File: src/rtl/req_pending_dispatcher.sv
// req_pending_dispatcher
// Captures request events from four raw lines into a sticky pending register,
// resolves them by fixed priority (req[3] highest) and hands one line index
// at a time to a consumer over a valid/ack handshake. A pending bit is
// cleared on the edge its index is loaded into idx, so each event is
// delivered once; an event that lands on an already-pending line is flagged
// in the sticky overrun register.
module req_pending_dispatcher #(
    parameter int EDGE_DET = 1
) (
    input  logic       clk,
    input  logic       rst_n,
    input  logic [3:0] req,
    input  logic [3:0] mask,
    input  logic       ack,
    input  logic       clr_ovr,
    output logic       valid,
    output logic [1:0] idx,
    output logic [3:0] pending,
    output logic       any,
    output logic [3:0] overrun
);

    typedef enum logic {
        IDLE  = 1'b0,
        GRANT = 1'b1
    } state_t;

    state_t     state_reg;
    logic [3:0] req_q;
    logic [3:0] pending_reg;
    logic [3:0] overrun_reg;
    logic [1:0] idx_reg;
    logic       valid_reg;

    logic [3:0] ev;
    logic [3:0] clr;
    logic [3:0] pending_next;
    logic [3:0] overrun_next;
    logic [1:0] sel;
    logic       load;

    // Per-line event detection and overrun update.
    generate
        for (genvar gi = 0; gi < 4; gi++) begin : g_line
            if (EDGE_DET != 0) begin : g_edge
                assign ev[gi] = mask[gi] & req[gi] & ~req_q[gi];
            end else begin : g_level
                assign ev[gi] = mask[gi] & req[gi];
            end

            // A new event on a line that is pending and not being served now
            // is an overrun; that set takes precedence over clr_ovr.
            assign overrun_next[gi] = (ev[gi] & pending_reg[gi] & ~clr[gi]) ? 1'b1 :
                                      clr_ovr                               ? 1'b0 :
                                                                              overrun_reg[gi];
        end
    endgenerate

    // Highest set bit of the registered pending vector, same as the downstream encoder.
    always_comb begin
        sel = 2'd0;
        if (pending_reg[3]) begin
            sel = 2'd3;
        end else if (pending_reg[2]) begin
            sel = 2'd2;
        end else if (pending_reg[1]) begin
            sel = 2'd1;
        end else begin
            sel = 2'd0;
        end
    end

    // A new index is loaded whenever the output slot is free (idle or being acked)
    // and something is pending; the loaded line's pending bit is cleared.
    assign load         = (pending_reg != 4'd0) && ((state_reg == IDLE) || ack);
    assign clr          = load ? (4'b0001 << sel) : 4'b0000;
    assign pending_next = (pending_reg & ~clr) | ev;

    // Request history tracks the raw lines even during reset, so a line held
    // high across reset release does not look like a fresh edge.
    always_ff @(posedge clk) begin
        req_q <= req;
    end

    // Pending/overrun capture and the grant FSM with registered valid/idx.
    always_ff @(posedge clk) begin
        if (!rst_n) begin
            pending_reg <= 4'd0;
            overrun_reg <= 4'd0;
            idx_reg     <= 2'd0;
            valid_reg   <= 1'b0;
            state_reg   <= IDLE;
        end else begin
            pending_reg <= pending_next;
            overrun_reg <= overrun_next;
            case (state_reg)
                IDLE: begin
                    if (load) begin
                        idx_reg   <= sel;
                        valid_reg <= 1'b1;
                        state_reg <= GRANT;
                    end
                end
                GRANT: begin
                    if (ack) begin
                        if (load) begin
                            idx_reg   <= sel;
                            valid_reg <= 1'b1;
                        end else begin
                            valid_reg <= 1'b0;
                            state_reg <= IDLE;
                        end
                    end
                end
                default: begin
                    valid_reg <= 1'b0;
                    state_reg <= IDLE;
                end
            endcase
        end
    end

    assign valid   = valid_reg;
    assign idx     = idx_reg;
    assign pending = pending_reg;
    assign any     = |pending_reg;
    assign overrun = overrun_reg;

endmodule

File: config.mk
export PLATFORM = sky130hd
export DESIGN_NAME = req_pending_dispatcher
export DESIGN_NICKNAME = d
export VERILOG_FILES = /design/src/rtl/req_pending_dispatcher.sv
export SDC_FILE = /design/constraint.sdc
export NUM_CORES = 1
export LEC_CHECK = 0
export CAP_MARGIN = 0
export CORE_MARGIN = 4
export CORE_UTILIZATION = 36
export DETAILED_ROUTE_END_ITERATION = 8
export PLACE_DENSITY = 0.83
export SLEW_MARGIN = 25
export SYNTH_ARGS = -nofsm -noshare
export SYNTH_HDL_FRONTEND = slang
export SYNTH_SLANG_ARGS = --single-unit
File: constraint.sdc
create_clock -name clk -period 1 [get_ports clk]
set_input_delay 0.3 -clock clk [delete_from_list [all_inputs] [get_ports clk]]
set_output_delay 0.3 -clock clk [all_outputs]
set_load 0.01 [all_outputs]
## Word level (Yosys, flattened, before mapping)

Index checks and enable logic that the tools add are counted.

- Word-level logic and storage cells: 67
- Output and inout bits: 12
- Input port bits: 12
- Flip-flop bits (word level): 16

- Muxes and demuxes: 18
- Eq/ne operators: 2
- Shifts and indexed selects: 1
- Reductions and logical operators: 9
- Bitwise logic cells: 28

Operators by type and width:

| cell | count |
|---|---|
| $and 1x1->1 | 16 |
| $mux 1 | 10 |
| $not 1->1 | 9 |
| $mux 2 | 4 |
| $reduce_bool 2->1 | 4 |
| $and 4x4->4 | 1 |
| $mux 4 | 1 |
| $ne 2x2->1 const B | 2 |
| $not 4->4 | 1 |
| $or 4x4->4 | 1 |
| $pmux 1 s2 | 2 |
| $pmux 2 s2 | 1 |
| $reduce_bool 4->1 | 1 |
| $reduce_or 4->1 | 1 |
| $shl 1x2->4 const A | 1 |
| $reduce_and 2->1 | 1 |
| $logic_and 1x1->1 | 1 |
| $logic_or 1x1->1 | 1 |

## Depth between registers and ports, before layout

- Depth after elaboration: 8
- Mapped depth: 4
- Gate-level depth less buffers: 4

## Least setup slack after synthesis

Ideal clock, no wire load.

- Kind: reg-to-output
- Start: reg pending_reg[2], in the netlist pending[2]
- End: out any
- Arrival time: 0.837 ns
- Path slack: -0.137 ns
- Required time: 0.700 ns
- Buffers on the path: 0
- Stages on the path, launching flop included: 3
- Cell sequence: dfxtp_1 -> nor4_4 -> inv_1

- Cells in the longest elaborated chain, start to end: 1

RTL lines:

| what | line | source |
|---|---|---|
| from (decl) | 31 | `logic [3:0] pending_reg;` |
| from (signal assigned) | 95 | `pending_reg <= pending_next;` |
| $reduce_or 4->1 | 127 | `assign any = \|pending_reg;` |
| to (decl) | 20 | `output logic any,` |

No other way between the ends.

## Final worst setup path

- Start: reg pending_reg[0], in the netlist pending[0]
- End: out any

The elaborated chain is that of the path after synthesis.

==> results by group <==
Floorplanning
  • Core Area: 0.00152 mm2
  • Row cnt: 14
  • Die W: 48.2 um
  • Initial Utilization: 0.382
  • Die height: 48.2 um
  • I/O Pins: 24
  • Die Footprint: 0.00232 mm2

Route
  • Drt wl/cell: 17.0 um
  • Routed Antenna Nets: 0
  • Initial DRT Pass Iterations: 4
  • Final WL: 2.09 mm
  • Via count: 654
  • Routed vias/inst: 5.32
  • DRC viols: 0
  • Drt first-iter violations: 20

Yosys
  • Most area-consuming cells after synthesis: dfxtp_1 55%, nand3b_1 5.2%, o31ai_1 3.9%, nor4_4 3.7%, o32ai_1 3.0%
  • Synth Cell Area: 582 um2
  • Avg Synthesized Cell Area: 10.6 um2
  • Mapped Nets: 67
  • Top post-synthesis cells by count: 16 x dfxtp_1, 4 x nand2_1, 4 x nand3b_1, 4 x nor2_1
  • Cell taking the most area after synthesis: dfxtp_1
  • Cell variety after synth: 22
  • Flops & latches, synth: 16
  • Post-Syn Instances: 55
  • Top_reg_cell synth: dfxtp_1
  • Most frequent cell after synthesis: dfxtp_1
  • Number of synthesized flops with an enable pin: 0
  • Ys Warns: 0
  • Post-synth ARST share: 0
  • Synth top area share: 0.551
  • Sequential share of the synthesized area: 0.551

Layout
  • Final Cell Area: 0.00121 mm2
  • Share of post-route cells with drive strength above 1: 0.645
  • Ant. Diodes: 0
  • Nets: 120
  • Register area: 343 um2
  • Layout Cells excl Fill: 123
  • Layout area overhead: 109%
  • # fillers: 88
  • Multi-input logic area: 320 um2

Timing
  • Hold WS: 0.472 ns
  • Achievable Freq: 678 MHz
  • Tcrit/Tclk final: 1.48
  • Min Clock Period, post-route: 1.48 ns
  • Total negative slack: -3.33 ns
  • RSZ-0062 raised after global routing: true
  • Setup Skew: 0.00861 ns
  • Final setup viols: 22
  • Worst setup margin: -0.476 ns
  • Final Hold Viols: 0
  • Max-slew violation count: 0
  • Max-Slew Margin vs Limit: 0.818
  • Worst slew pin tran: 0.270 ns

Global route
  • Number of global-route vias before repair: 599
  • Largest net degree at the start of global routing: 10
  • Gr ovfl total: 0
  • Gr usage total: 0.183
  • Initial antenna violation count: 0
  • Global-route wire length before repair: 2.82 mm

Power
  • P_sw: 0.000364 W
  • P_int: 0.00107 W
  • Cell Pwr Density: 1180 mW/mm2
  • Sequential power share: 0.473
  • Sw frac: 0.254
  • Comb pwr share: 0.219
  • Clock power share: 0.308
  • P_leak: 0.521 nW
  • VDD IR max: 1.09 mV

Placed design
  • Placed Cells: 106
  • Placed Instance Area: 931 um2
  • GPL Wtd Cong: 0.746
  • HPWL after detailed placement: 1.09 mm
  • Port Buf Inserts: 23

Status
  • Status: finished, violations left
  • Failing checks: negative setup slack

Clocking
  • Max clock buf depth: 2
  • Clock transition at the registers of the reported paths: 0.10 ns
  • Root buf cell: clkbuf_4
  • H-tree depth: 1
  • Clk_lat worst skew: 0.29 ns
  • CTS sink cnt: 16
  • CTS tree: built
  • Cts bufs inserted: 3

Worst setup path
  • Slowest CP cell: dfxtp_2
  • Worst-path maximum fanout: 2
  • CP peak stage delay: 0.35 ns
  • Worst setup EP type: primary output
  • Critical path type: reg -> out
  • Buf/Inv on CP: 2
  • CP startpoint kind: flip-flop
  • Crit-path cells: nor4_4 > inv_2 > buf_6
  • Critical path arrival: 1.18 ns
  • Worst endpoint required time: 0.70 ns
  • Delay-heaviest family, CP: flip-flops

Hold path
  • Hold crit path type: reg -> reg

Flow run
  • Max_cap viols: 0
==> worst register-to-register path, cell delays in order (launching register included) <==
cell	delay [ns]
dfxtp_2	0.35
nor4_4	0.31
inv_2	0.09
buf_4	0.14
buf_4	0.12
buf_4	0.13
nor2_4	0.07
nor2_1	0.04
==> routing by layer <==
metal,share of wire,vias up,GRT usage
met2,0.50,27,0.294
met4,0.016,0,0.129
met3,0.057,4,0.0406
met1,0.43,319,0.213
li1,-,304,-
met5,0,-,0
==> final timing paths <==
| path | from | endpoint | slack [ns] | cells past startpoint |
|---|---|---|---|---|
| setup / recovery | pending[0] | any | -0.48 | 3 |
| hold / removal | idx[0] | idx[0] | 0.47 | 2 |
| setup reg to reg | pending[0] | state_reg | -0.35 | 7 |
| hold reg to reg | idx[0] | idx[0] | 0.47 | 2 |
==> per-stage QoR <==
step	power, W	setup slack [ns]	utilization
2_1_floorplan	0.000768	-0.0597	-
6_report	0.00143	-0.476	0.796
5_1_grt	0.00148	-0.509	0.796
4_1_cts	0.00136	-0.432	0.721
3_5_place_dp	0.000905	-0.581	0.611
3_3_place_gp	0.000898	-0.479	0.611
==> area by class of cell <==
class | count | area share
well taps | 16 | 0.0165
repair buffers | 49 | 0.398
flip-flops and latches | 16 | 0.282
multi-input cells | 35 | 0.264
clock buffers | 4 | 0.0299
inverters | 3 | 0.00928
==> power by group through the flow <==
stage / combinational (W) / sequential (W) / clock, W
after floorplan: 0.0000693 / 0.000699 / 0
after global placement: 0.000209 / 0.000689 / 0
after detailed placement: 0.000214 / 0.000691 / 0
after CTS: 0.000260 / 0.000679 / 0.000425
after global routing: 0.000332 / 0.000680 / 0.000470
final: 0.000313 / 0.000678 / 0.000442
==> placed cells by master, fill, tap and decap left out <==
master           count
clkbuf_4             3
clkbuf_8             1
inv_2                2
o31ai_1              2
o32ai_2              1
a31oi_1              1
nand3_1              3
nor2b_4              1
a21oi_1              1
clkdlybuf4s50_1      9
nor2_4               3
a21oi_2              2
o32ai_1              1
o21a_1               1
o21ai_4              1
dfxtp_1              4
dfxtp_4              3
o41ai_2              1
mux2i_1              1
dfxtp_2              9
a2bb2oi_1            1
buf_6               20
o31ai_4              1
nand3b_1             4
nor2_1               2
dlygate4sd2_1        2
and2b_2              1
buf_8                2
buf_4               16
nand2_1              4
nor4_4               2
o21ai_1              1
inv_1                1
==> logic make-up (layout without fill, tap and decap cells) <==
logic type             after synthesis  count (layout)  synth area share
AND/OR/NAND/NOR                     20              20             0.226
buffers and inverters                4              56            0.0279
AO/OA/AOI/OAI                       14              14             0.179
flip-flops                          16              16             0.551
multiplexers                         1               1            0.0172
==> timing repair <==
action / 4_1_cts / 5_1_grt
endpoints found under the setup margin: 24 / 22
hold buffers: 0 / 0
gates cloned: 0 / 0
buffers inserted: 6 / 9
pin swaps: 5 / 6
endpoints found under the hold margin: 0 / 0
resized for setup: 84 / 18
Note: power is estimated with default switching activity, not from simulation.
